<file path="config.mk">
export PLATFORM = sky130hd
export DESIGN_NAME = addsub_seq_ctrl
export DESIGN_NICKNAME = d
export VERILOG_FILES = /design/src/rtl/addsub_seq_ctrl.sv
export SDC_FILE = /design/constraint.sdc
export NUM_CORES = 1
export LEC_CHECK = 0
export CORE_MARGIN = 2
export CORE_UTILIZATION = 50
export CTS_CLUSTER_DIAMETER = 120
export CTS_CLUSTER_SIZE = 30
export DETAILED_ROUTE_END_ITERATION = 7
export PLACE_DENSITY = 0.79
export SLEW_MARGIN = 30
export SYNTH_ARGS = -nofsm -noshare
export SYNTH_HDL_FRONTEND = slang
export SYNTH_SLANG_ARGS = --single-unit
export TNS_END_PERCENT = 1
</file>
<file path="constraint.sdc">
create_clock -name clk -period 5.2 [get_ports clk]
set_input_delay 0.52 -clock clk [delete_from_list [all_inputs] [get_ports clk]]
set_output_delay 0.52 -clock clk [all_outputs]
set_load 0.01 [all_outputs]
</file>
<file path="src/rtl/addsub_seq_ctrl.sv">
// Nibble-serial add/subtract sequencer: one 4-bit slice shared by two
// round-robin requesters, carry chained across cycles, LSB nibble first.
module addsub_seq_ctrl #(
  parameter int NIBBLES = 4
) (
  input  logic                   clk,
  input  logic                   rst,
  input  logic [1:0]             req_valid,
  input  logic [1:0]             mode,
  input  logic [4*NIBBLES-1:0]   a0,
  input  logic [4*NIBBLES-1:0]   b0,
  input  logic [4*NIBBLES-1:0]   a1,
  input  logic [4*NIBBLES-1:0]   b1,
  output logic [1:0]             ack,
  output logic                   busy,
  output logic [1:0]             done,
  output logic [4*NIBBLES-1:0]   result,
  output logic                   carry_out,
  output logic                   overflow
);

  localparam int W    = 4 * NIBBLES;
  localparam int IDXW = (NIBBLES > 1) ? $clog2(NIBBLES) : 1;
  localparam logic [IDXW-1:0] LAST_IDX = IDXW'(NIBBLES - 1);

  typedef enum logic [1:0] {
    IDLE = 2'd0,
    RUN  = 2'd1,
    DONE = 2'd2
  } state_t;

  state_t          state_r;
  logic            owner_r;
  logic            last_r;
  logic            mode_r;
  logic            carry_r;
  logic [IDXW-1:0] nib_idx_r;
  logic [W-1:0]    a_r;
  logic [W-1:0]    b_r;
  logic [W-1:0]    shadow_r;

  logic            winner_s;
  logic [3:0]      a_nib_s;
  logic [3:0]      b_nib_s;
  logic [3:0]      low_s;
  logic [4:0]      sum_s;

  // Round-robin pick: on contention the requester that did not win last time goes.
  always_comb begin
    winner_s = 1'b0;
    case (req_valid)
      2'b01:   winner_s = 1'b0;
      2'b10:   winner_s = 1'b1;
      2'b11:   winner_s = ~last_r;
      default: winner_s = 1'b0;
    endcase
  end

  // 4-bit slice; low_s exposes the carry into bit 3 for the overflow test.
  always_comb begin
    a_nib_s = a_r[{nib_idx_r, 2'b00} +: 4];
    b_nib_s = b_r[{nib_idx_r, 2'b00} +: 4] ^ {4{mode_r}};
    low_s   = {1'b0, a_nib_s[2:0]} + {1'b0, b_nib_s[2:0]} + {3'b000, carry_r};
    sum_s   = {1'b0, a_nib_s} + {1'b0, b_nib_s} + {4'b0000, carry_r};
  end

  // Sequencer FSM with all outputs registered.
  always_ff @(posedge clk) begin
    if (rst) begin
      state_r   <= IDLE;
      owner_r   <= 1'b0;
      last_r    <= 1'b1;
      mode_r    <= 1'b0;
      carry_r   <= 1'b0;
      nib_idx_r <= '0;
      a_r       <= '0;
      b_r       <= '0;
      shadow_r  <= '0;
      ack       <= 2'b00;
      busy      <= 1'b0;
      done      <= 2'b00;
      result    <= '0;
      carry_out <= 1'b0;
      overflow  <= 1'b0;
    end else begin
      ack  <= 2'b00;
      done <= 2'b00;
      case (state_r)
        IDLE: begin
          if (req_valid != 2'b00) begin
            owner_r   <= winner_s;
            a_r       <= winner_s ? a1 : a0;
            b_r       <= winner_s ? b1 : b0;
            mode_r    <= mode[winner_s];
            carry_r   <= mode[winner_s];
            nib_idx_r <= '0;
            ack       <= winner_s ? 2'b10 : 2'b01;
            busy      <= 1'b1;
            state_r   <= RUN;
          end else begin
            state_r <= IDLE;
          end
        end
        RUN: begin
          shadow_r[{nib_idx_r, 2'b00} +: 4] <= sum_s[3:0];
          carry_r <= sum_s[4];
          if (nib_idx_r == LAST_IDX) begin
            // Outputs change only here, so partial sums are never visible.
            result    <= {sum_s[3:0], shadow_r[W-5:0]};
            carry_out <= sum_s[4];
            overflow  <= low_s[3] ^ sum_s[4];
            done      <= owner_r ? 2'b10 : 2'b01;
            state_r   <= DONE;
          end else begin
            nib_idx_r <= nib_idx_r + IDXW'(1);
          end
        end
        DONE: begin
          last_r  <= owner_r;
          busy    <= 1'b0;
          state_r <= IDLE;
        end
        default: begin
          busy    <= 1'b0;
          state_r <= IDLE;
        end
      endcase
    end
  end

endmodule

</file>
==> run metrics <==
R2R Setup Slk=roughly 2.4 ns; mux cell area share after synthesis=between 10% and 20%; Die Y-Extent=87.1 um; Final Max Tran Viols=0; I/O Buffers=92; critical setup path kind=flop to flop; antenna violations before repair=0; n_diodes=0; Setup-failing EPs final=0; share of layout cells above drive strength 1=between 8 and 9%; crit-path cells=mux4_2 > xnor2_1 > fa_1 > fa_1 > inv_1 > a21o_1 > a21oi_1 > xor2_1 > a211oi_1; worst path arrival time=about 3.1 ns; TritonCTS Buffers=9; total setup buffers inserted after CTS=0; Starting DRT DRC Count=112; htree depth=3; DIE AREA=~0.0076 mm2; maximum clock frequency=0.351 GHz; outcome=finished clean; Top cell by count, worst path=fa_1; Clock Pin Slew Worst Setup and Hold Paths=approximately 0.070 ns; power per cell area=roughly 290 mW/mm2; first-pass GRT wire length=between 10000 and 15000 um; largest net degree at the start of global routing=74; vias in the first global route=2578; post-synthesis adder-cell area fraction=approximately 4.1%; Tmin final=2.85 ns; Final ANT Viol Nets=0; post-synthesis cell count=360; Pleak=0.00169 uW; Max-slew headroom=approximately 52%; Placer Congestion=0.886; WHS Endpoint=result[2]; Bufs on Longest Clock Path=2; cell area after placement=approximately 0.0043 mm2; Worst EP required=5.46 ns; CP startpoint=nib_idx_r[1]; Seq/Total Area, Yosys=a little over two fifths; hold_buf cts=0; net count after synthesis=440; Final Skew=approximately 0.008 ns; Global Route Usage Sum=19.2%; Worst Path Buf+Inv=1; Synth top area share=43.5%; Hold Crit Class=flop to flop; Ys Warns=0; final worst-path cycle share=54.7%; Cell variety after synth=42; WHS=0.453 ns; hold path depth=2; routed len/inst=roughly 13 um; Fin Setup TNS=0 ns; startpoint class of the critical path=flop; CP max stage delay=about 0.67 ns; Hold Fails Final Rpt=0; largest cells by area after synthesis=dfxtp_1, mux2i_1, a211oi_1; NumNets Final=around 520; global route total overflow=0; drt drc=0; CP Capture Type=flop; via-per-instance ratio=around 5.2; XOR/XNOR Fraction of Synth Area=about 1.8%; CTS Sinks=75; final instance area=between 0.004 and 0.005 mm2; Final HPWL DP=5070 um; Root Buffer=clkbuf_8; num rows=30; RSZ-0062 raised after global routing=false; Max VDD drop=0.137 mV; Worst-Skew Late Latency=roughly 0.35 ns; Ports=93; Final Core Density=between 60% and 70%; Resized cells post-CTS=0; CTS tree=done; largest family of logic cells by synthesized area=simple AND/OR/NAND/NOR gates; RR Endpoint=overflow; Die Wd=between 80 and 90 um; vias=2760; Reg2Reg Depth=9; Synth Area in Simple Gates=between 15 and 20%; cell family with most CP delay=adder cells; Yosys reg bits=75; Crit Path Max Fanout=12; compound-gate portion of the synthesized area=between 10 and 15%; Avg Cell Area, Syn=around 9.6 um2; Mapped Area=0.00345 mm2; Initial DRT Pass Iterations=4; max_cap viols=0; dominant cell type by area after synthesis=dfxtp_1; hold path startpoint=result[2]; final WL=about 6800 um; core area=0.00672 mm2; area grow syn2layout=31.2%; Final WS setup=about 2.4 ns; Initial Util=~51%; CP max stage cell=dfxtp_1; DP Worst Slack=roughly 2.4 ns; worst-margin pin slew=a little over 0.7 ns; worst reg2reg path startpoint=nib_idx_r[1]
synth_stat cells:
library cell	number
fa_1	2
buf_6	5
nor2_2	2
buf_2	5
nor3b_1	1
xor2_1	5
buf_12	1
o21a_1	1
a32oi_1	1
a211oi_2	2
a21o_1	1
nor2b_1	1
nor3_1	4
nand4_1	1
nand2_1	37
nand3_1	2
nor2_1	61
buf_1	1
o311a_2	1
nor2b_2	1
and2_1	1
nor3_4	1
nand2b_1	2
a22oi_1	6
and3_1	2
mux2i_1	33
a211o_1	1
a211oi_1	34
mux4_2	8
clkbuf_1	13
inv_1	7
or3_2	1
nor3b_2	1
dfxtp_1	75
a2bb2oi_1	4
ha_1	8
a21oi_1	21
and2b_2	1
xnor2_1	2
and2_4	1
a21boi_1	1
buf_4	2
logic make-up after synthesis:
group | Yosys count
AOI/OAI and AO/OA | 73
xor gates and xnor gates | 7
adders and majority gates | 10
buffers and inverters | 34
DFF | 75
muxes | 41
and+or+nand+nor | 120
state kept, by name, indices dropped and copies added (netlist names):
name       flops
b_r           16
nib_idx_r      2
owner_r        1
done           2
overflow       1
ack            2
last_r         1
carry_r        1
state_r        2
a_r           16
carry_out      1
result        16
busy           1
shadow_r      12
mode_r         1
final cells by class:
type	count	area [um2]
Fill cell	529	2190
Timing Repair Buffer	97	961
Multi-Input combinational cell	251	1760
Inverter	7	26.3
Sequential cell	75	1500
Tap cell	80	100
Clock inverter	2	10.0
Clock buffer	14	163
how the worst max path moves through the flow:
stage,end,slack (ns),cells past startpoint
floorplan,overflow,2.56,10
global placement,overflow,2.40,9
detailed placement,overflow,2.36,9
CTS,overflow,2.34,9
global route,overflow,2.23,9
finish,overflow,2.35,9
power breakdown:
group	leakage (uW)	internal, uW	total (uW)	switching, uW
Clock	0.0000905	198	395	197
Combinational	0.000985	146	281	135
Sequential	0.000615	610	631	20.9
Total	0.00169	954	1310	353
metrics by stage:
step,power [uW],instances
after global placement,916,509
after CTS,1310,525
after floorplan,828,360
final,1310,526
after global routing,1370,526
after detailed placement,924,509
worst min-delay path, delay by kind of cell, from the launching register on:
kind | cells | cell delay [ns]
flops | 1 | 0.31
simple gates | 1 | 0.05
compound gates | 1 | 0.05
per-layer routing:
metal / routed length [um] / up-vias / GRT usage (%)
met5: 0 / - / 0
met4: 139 / 0 / 8.38
met3: 401 / 12 / 6.45
met2: 3250 / 85 / 31.6
met1: 2980 / 1245 / 22.7
li1: - / 1418 / -
cells in the final DEF, fill, tap and decap left out, types with 2 or more instances in the layout:
cell,instances
nor2_2,2
a211oi_1,34
clkdlybuf4s50_1,91
nand2_1,37
dfxtp_1,75
mux4_2,8
xnor2_1,2
clkbuf_1,3
clkinv_2,2
xor2_1,5
clkbuf_8,11
a2bb2oi_1,4
nand3_1,2
inv_1,7
buf_4,4
nand2b_1,2
a21oi_1,21
fa_1,2
nor3_1,4
a22oi_1,6
and3_1,2
a211oi_2,2
nor2_1,61
ha_1,8
mux2i_1,33
Note: power is estimated with default switching activity, not from simulation.
